===== src/rtl/cpu_mem_arbiter.sv =====
// cpu_mem_arbiter
//
// Puts the CPU's instruction-fetch port and data-memory port onto one shared
// memory bus that allows a single outstanding access. When a pipeline advance
// issues requests, the block holds the pipeline with cpu_stall. It serves the
// DM access first and then the IM access. It then releases the pipeline for
// one cycle (DONE), with both results held stable.
//
// Ports
//   clk, rst          clock (rising edge), asynchronous active-high reset
//   im_*              instruction read request, byte address, size code
//   dm_*              data read/write request, address, write data, size code
//   im_dataout        last fetched instruction (registered)
//   dm_dataout        last data read result (registered)
//   cpu_stall         combinational pipeline hold
//   mem_req/we/addr/wdata/type   registered bus request fields
//   mem_ready/rdata   bus completion strobe and read data
//   stall_cnt         saturating count of cycles with cpu_stall high

module cpu_mem_arbiter #(
    parameter int unsigned DATA_SIZE = 32,
    parameter int unsigned ADDR_SIZE = 32
) (
    input  logic                 clk,
    input  logic                 rst,
    // CPU side
    input  logic                 im_read_mem,
    input  logic [ADDR_SIZE-1:0] im_addr,
    input  logic [2:0]           im_core_type,
    input  logic                 dm_read_mem,
    input  logic                 dm_write_mem,
    input  logic [ADDR_SIZE-1:0] dm_addr,
    input  logic [DATA_SIZE-1:0] dm_datain,
    input  logic [2:0]           dm_core_type,
    output logic [DATA_SIZE-1:0] im_dataout,
    output logic [DATA_SIZE-1:0] dm_dataout,
    output logic                 cpu_stall,
    // Bus side
    output logic                 mem_req,
    output logic                 mem_we,
    output logic [ADDR_SIZE-1:0] mem_addr,
    output logic [DATA_SIZE-1:0] mem_wdata,
    output logic [2:0]           mem_type,
    input  logic                 mem_ready,
    input  logic [DATA_SIZE-1:0] mem_rdata,
    // Statistics
    output logic [31:0]          stall_cnt
);

    typedef enum logic [1:0] {
        StIdle,
        StDmAcc,
        StImAcc,
        StDone
    } state_e;

    state_e state_q, state_d;

    // Holding registers, captured in IDLE on the request edge
    logic                 im_p_q, im_p_d;
    logic                 dm_p_q, dm_p_d;
    logic                 dm_w_q, dm_w_d;
    logic [ADDR_SIZE-1:0] im_addr_q, im_addr_d;
    logic [2:0]           im_type_q, im_type_d;
    logic [ADDR_SIZE-1:0] dm_addr_q, dm_addr_d;
    logic [2:0]           dm_type_q, dm_type_d;
    logic [DATA_SIZE-1:0] dm_wdata_q, dm_wdata_d;

    // Result registers
    logic [DATA_SIZE-1:0] im_dataout_q, im_dataout_d;
    logic [DATA_SIZE-1:0] dm_dataout_q, dm_dataout_d;

    // Registered bus fields
    logic                 mem_req_q, mem_req_d;
    logic                 mem_we_q, mem_we_d;
    logic [ADDR_SIZE-1:0] mem_addr_q, mem_addr_d;
    logic [DATA_SIZE-1:0] mem_wdata_q, mem_wdata_d;
    logic [2:0]           mem_type_q, mem_type_d;

    logic [31:0]          stall_cnt_q, stall_cnt_d;

    logic dm_any;
    logic req_any;

    assign dm_any  = dm_read_mem | dm_write_mem;
    assign req_any = dm_any | im_read_mem;

    // Combinational so the CPU freezes in the same cycle it raises a request.
    // Gated by rst because the state register alone cannot mask live requests.
    assign cpu_stall = !rst && (((state_q == StIdle) && req_any) ||
                                (state_q == StDmAcc) || (state_q == StImAcc));

    // Next-state, holding and result logic
    always_comb begin
        state_d      = state_q;
        im_p_d       = im_p_q;
        dm_p_d       = dm_p_q;
        dm_w_d       = dm_w_q;
        im_addr_d    = im_addr_q;
        im_type_d    = im_type_q;
        dm_addr_d    = dm_addr_q;
        dm_type_d    = dm_type_q;
        dm_wdata_d   = dm_wdata_q;
        im_dataout_d = im_dataout_q;
        dm_dataout_d = dm_dataout_q;

        case (state_q)
            StIdle: begin
                if (req_any) begin
                    im_p_d     = im_read_mem;
                    dm_p_d     = dm_any;
                    // Read and write together is treated as a write
                    dm_w_d     = dm_write_mem;
                    im_addr_d  = im_addr;
                    im_type_d  = im_core_type;
                    dm_addr_d  = dm_addr;
                    dm_type_d  = dm_core_type;
                    dm_wdata_d = dm_datain;
                    state_d    = dm_any ? StDmAcc : StImAcc;
                end
            end
            StDmAcc: begin
                if (mem_ready) begin
                    if (dm_p_q && !dm_w_q) begin
                        dm_dataout_d = mem_rdata;
                    end
                    state_d = im_p_q ? StImAcc : StDone;
                end
            end
            StImAcc: begin
                if (mem_ready) begin
                    im_dataout_d = mem_rdata;
                    state_d      = StDone;
                end
            end
            StDone: begin
                // Requests in this cycle are stale; the CPU gates them off
                state_d = StIdle;
            end
            default: begin
                state_d = StIdle;
            end
        endcase
    end

    // Bus fields are computed from the next state so they are registered yet
    // valid in the first cycle of each access state. The holding values only
    // change on the IDLE edge, which keeps the fields stable until mem_ready.
    always_comb begin
        mem_req_d   = 1'b0;
        mem_we_d    = 1'b0;
        mem_addr_d  = '0;
        mem_wdata_d = '0;
        mem_type_d  = 3'd0;

        case (state_d)
            StDmAcc: begin
                mem_req_d   = 1'b1;
                mem_we_d    = dm_w_d;
                mem_addr_d  = dm_addr_d;
                mem_wdata_d = dm_wdata_d;
                mem_type_d  = dm_type_d;
            end
            StImAcc: begin
                mem_req_d   = 1'b1;
                mem_addr_d  = im_addr_d;
                mem_type_d  = im_type_d;
            end
            default: begin
            end
        endcase
    end

    // Saturating stall counter
    always_comb begin
        stall_cnt_d = stall_cnt_q;
        if (cpu_stall && (stall_cnt_q != 32'hFFFF_FFFF)) begin
            stall_cnt_d = stall_cnt_q + 32'd1;
        end
    end

    always_ff @(posedge clk or posedge rst) begin
        if (rst) begin
            state_q      <= StIdle;
            im_p_q       <= 1'b0;
            dm_p_q       <= 1'b0;
            dm_w_q       <= 1'b0;
            im_addr_q    <= '0;
            im_type_q    <= 3'd0;
            dm_addr_q    <= '0;
            dm_type_q    <= 3'd0;
            dm_wdata_q   <= '0;
            im_dataout_q <= '0;
            dm_dataout_q <= '0;
            mem_req_q    <= 1'b0;
            mem_we_q     <= 1'b0;
            mem_addr_q   <= '0;
            mem_wdata_q  <= '0;
            mem_type_q   <= 3'd0;
            stall_cnt_q  <= 32'd0;
        end else begin
            state_q      <= state_d;
            im_p_q       <= im_p_d;
            dm_p_q       <= dm_p_d;
            dm_w_q       <= dm_w_d;
            im_addr_q    <= im_addr_d;
            im_type_q    <= im_type_d;
            dm_addr_q    <= dm_addr_d;
            dm_type_q    <= dm_type_d;
            dm_wdata_q   <= dm_wdata_d;
            im_dataout_q <= im_dataout_d;
            dm_dataout_q <= dm_dataout_d;
            mem_req_q    <= mem_req_d;
            mem_we_q     <= mem_we_d;
            mem_addr_q   <= mem_addr_d;
            mem_wdata_q  <= mem_wdata_d;
            mem_type_q   <= mem_type_d;
            stall_cnt_q  <= stall_cnt_d;
        end
    end

    assign im_dataout = im_dataout_q;
    assign dm_dataout = dm_dataout_q;
    assign mem_req    = mem_req_q;
    assign mem_we     = mem_we_q;
    assign mem_addr   = mem_addr_q;
    assign mem_wdata  = mem_wdata_q;
    assign mem_type   = mem_type_q;
    assign stall_cnt  = stall_cnt_q;

endmodule


===== config.mk =====
export PLATFORM = sky130hd
export DESIGN_NAME = cpu_mem_arbiter
export DESIGN_NICKNAME = d
export VERILOG_FILES = /design/src/rtl/cpu_mem_arbiter.sv
export SDC_FILE = /design/constraint.sdc
export NUM_CORES = 1
export LEC_CHECK = 0
export CAP_MARGIN = 20
export CORE_UTILIZATION = 53
export CTS_BUF_LIST = sky130_fd_sc_hd__clkbuf_4
export DETAILED_ROUTE_END_ITERATION = 7
export PLACE_DENSITY = 0.88
export SLEW_MARGIN = 20
export SYNTH_ARGS = -nofsm -noshare
export SYNTH_HDL_FRONTEND = slang
export SYNTH_SLANG_ARGS = --single-unit

===== constraint.sdc =====
create_clock -name clk -period 21.8 [get_ports clk]
set_input_delay 4.36 -clock clk [delete_from_list [all_inputs] [get_ports clk]]
set_output_delay 4.36 -clock clk [all_outputs]
set_load 0.1 [all_outputs]

==> key figures <==
Timing
  • Slew @ Worst Pin: 1.10 ns
  • Setup TNS: 0 ns
  • Final slew viol count: 0
  • RSZ-0062 raised after global routing: false
  • Final setup vio count: 0
  • Hold Fails Final Rpt: 0
  • Period utilisation layout: 0.514
  • Minimum clock period: 11.20 ns
  • Fmax achieved: about 89 MHz
  • Max_slew headroom: 0.266
  • Max Clock Skew: about 0.041 ns

Routing
  • Final ANT Viol Nets: 0
  • DR WL/cell: around 19 µm
  • DRT Pass-1 Iters: 4
  • Vias per cell: between 5 and 6
  • Final wirelength: around 25,000 µm
  • Vias post-DR: about 7,000
  • DRC viols: 0
  • DRT iter0 DRCs: 196

Logic synthesis
  • Post-Synth Adder-Cell Area: 0.00360
  • Syn nets: 850
  • Post-synth top flop: dfrtp_1
  • Register area share after synthesis: 0.654
  • Post-Synth XOR/XNOR Area: 0.0236
  • Post-Synth Simple-Gate Area: 0.0780
  • Post-Syn Area: about 10,000 µm²
  • Yosys top cell by area: dfrtp_1
  • Distinct cells, synth: 42
  • Post-Synthesis Cells: 707
  • Top-area cell type share of the netlist area: 0.654
  • Synth Area in Compound Gates: 0.0375
  • Top cells by area, synth: dfrtp_1 (65%), mux2_2 (18%), a22oi_1 (2.5%)
  • Largest family of logic cells by synthesized area: multiplexers
  • Number of synthesized flops with an enable pin: 0
  • Mux cell area share after synthesis: 0.183
  • Async SR Flop Fraction: 1.00
  • Mapped Avg Cell Area: about 15 µm²
  • Synth Register Bits: about 270
  • Yosys warnings: 0

Critical path
  • WP data required: around 17 ns
  • Critical path peak fanout: 7
  • Critical path class: in -> out
  • Critical Path AT: a little under 7 ns
  • Crit. End Element: output port
  • Crit start category: input port

CTS
  • Hold_buf cts: 0
  • Setup Buffers After CTS: 0
  • CTS Sinks: about 270
  • CTS H-tree lvls: 3
  • Worst-Skew Late Latency: around 0.64 ns
  • Max Buffers Root-to-Sink: 3
  • Total CTS buffers: 70
  • Clock-pin slew on the worst setup and hold paths: about 0.060 ns
  • CTS tree: done
  • Clock Root Buffer: clkbuf_4
  • Post-cts resize count: 0

Placement
  • Detail Placement HPWL: around 17,000 µm
  • Gp weighted congestion: between 0.7 and 0.8
  • Port Buffer Count: between 300 and 400

Global route
  • Overflow left after global routing: 0
  • Vias in the first global route: 7,565
  • Initial antenna violation count: 2
  • First-pass GRT wire length: 39,500 µm
  • Largest net degree at the start of global routing: roughly 120
  • Total GRT Usage: 0.258

Floorplan
  • Ports: 306
  • Std-Cell Rows: 50
  • Total core area: approximately 19,000 µm²
  • Initial core utilization: 0.549
  • Die area: 20,200 µm²
  • Die H: between 100 and 150 µm
  • Horiz. Die Dim: ~140 µm

Final layout
  • Multi-input gate area: around 3400 µm²
  • Layout cells sized above 1: 0.266
  • Most frequent cells in the layout: clkdlybuf4s50_1 (305), dfrtp_1 (272), mux2_2 (168), clkbuf_4 (97), nor2_1 (37)
  • FF/Latch Area: 6810 µm²
  • Nets: roughly 1,200
  • Commonest non-fill, non-tap cell in the layout: clkdlybuf4s50_1
  • Fill count: approximately 1,200
  • Layout area overhead: 39.1%

Run status
  • Status: finished clean

Hold path
  • Worst hold path type: reg -> reg

Flow run
  • Max_cap viols: 0
final timing paths:
path	slack [ns]	endpoint	start	cells after the start
worst min-delay path	0.49	dm_wdata_q[26]	dm_wdata_q[26]	1
max in group asynchronous	15.08	dm_addr_q[20]	rst	4
worst max register to register	18.72	mem_addr[27]	state_q[1]	7
worst max-delay path	10.60	cpu_stall	dm_write_mem	4
min in group asynchronous	4.33	mem_wdata[22]	rst	2
worst min register to register	0.49	dm_wdata_q[26]	dm_wdata_q[26]	1
metal layers:
| layer | vias up | wire length (µm) | share of wire | GRT usage |
|---|---|---|---|---|
| met4 | 0 | 1150 | 0.046 | 0.148 |
| met1 | 3495 | 9500 | 0.38 | 0.287 |
| met2 | 275 | 12500 | 0.49 | 0.428 |
| li1 | 3212 | - | - | - |
| met3 | 66 | 2120 | 0.084 | 0.0922 |
| met5 | - | 0 | 0 | 0 |
per-stage QoR:
stage	cells	util	setup WS (ns)	cell area [µm²]	hold slack [ns]
2_1_floorplan	707	-	9.94	10400	0.441
3_3_place_gp	1243	0.722	10.64	13700	0.475
3_5_place_dp	1243	0.722	10.59	13700	0.480
4_1_cts	1352	0.764	10.59	14500	0.494
5_1_grt	1354	0.764	10.54	14500	0.501
6_report	1354	0.764	10.60	14500	0.490
kinds of logic (layout without fill, tap and decap cells):
| kind of cell | Yosys count | in the layout |
|---|---|---|
| xor gates and xnor gates | 28 | 28 |
| buffers and inverters | 42 | 427 |
| adders and majority gates | 3 | 3 |
| muxes | 169 | 169 |
| AOI/OAI and AO/OA | 49 | 49 |
| DFF | 272 | 272 |
| other | 0 | 2 |
| and+or+nand+nor | 144 | 144 |
layout make-up:
| class | instances | share of cell area |
|---|---|---|
| Clock buffer | 97 | 0.0503 |
| Inverter | 6 | 0.00207 |
| Sequential cell | 272 | 0.470 |
| Timing Repair Buffer | 312 | 0.214 |
| Tap cell | 260 | 0.0225 |
| Antenna cell | 2 | 0.000346 |
| Multi-Input combinational cell | 393 | 0.236 |
| Clock inverter | 12 | 0.00492 |
registers in the layout, indices dropped and copies added (netlist names):
signal and flops:
dm_addr_q 32, dm_dataout 32, dm_wdata_q 32, im_addr_q 32
im_dataout 32, mem_addr 32, mem_wdata 32, stall_cnt 32
dm_type_q 3, im_type_q 3, mem_type 3, state_q 2
dm_p_q 1, dm_w_q 1, im_p_q 1, mem_req 1
mem_we 1
Yosys cell counts, types with 2 or more instances:
cell type    n
and3_1      11
and2_1      35
a21oi_1      2
mux2_2     168
a22oi_1     35
nor2_2       2
nand2_1     15
nor3_1       3
nor4_1       3
xnor2_1     20
inv_1        6
and4_1       5
nand3_1     15
buf_2        6
clkbuf_1    18
nand4_1      9
buf_6        3
nor2_1      37
dfrtp_1    272
buf_4        7
buf_1        2
o21ai_0      4
xor2_1       8
ha_1         3
critical path, cell delays in order:
cell and delay (ns):
clkdlybuf4s50_1 0.54, o41ai_4 0.86, inv_1 0.09, clkdlybuf4s50_1 0.99
Power is left out: the tool's default activity adds up to more than one toggle a clock period on the data nets, which glitch-free logic cannot reach.
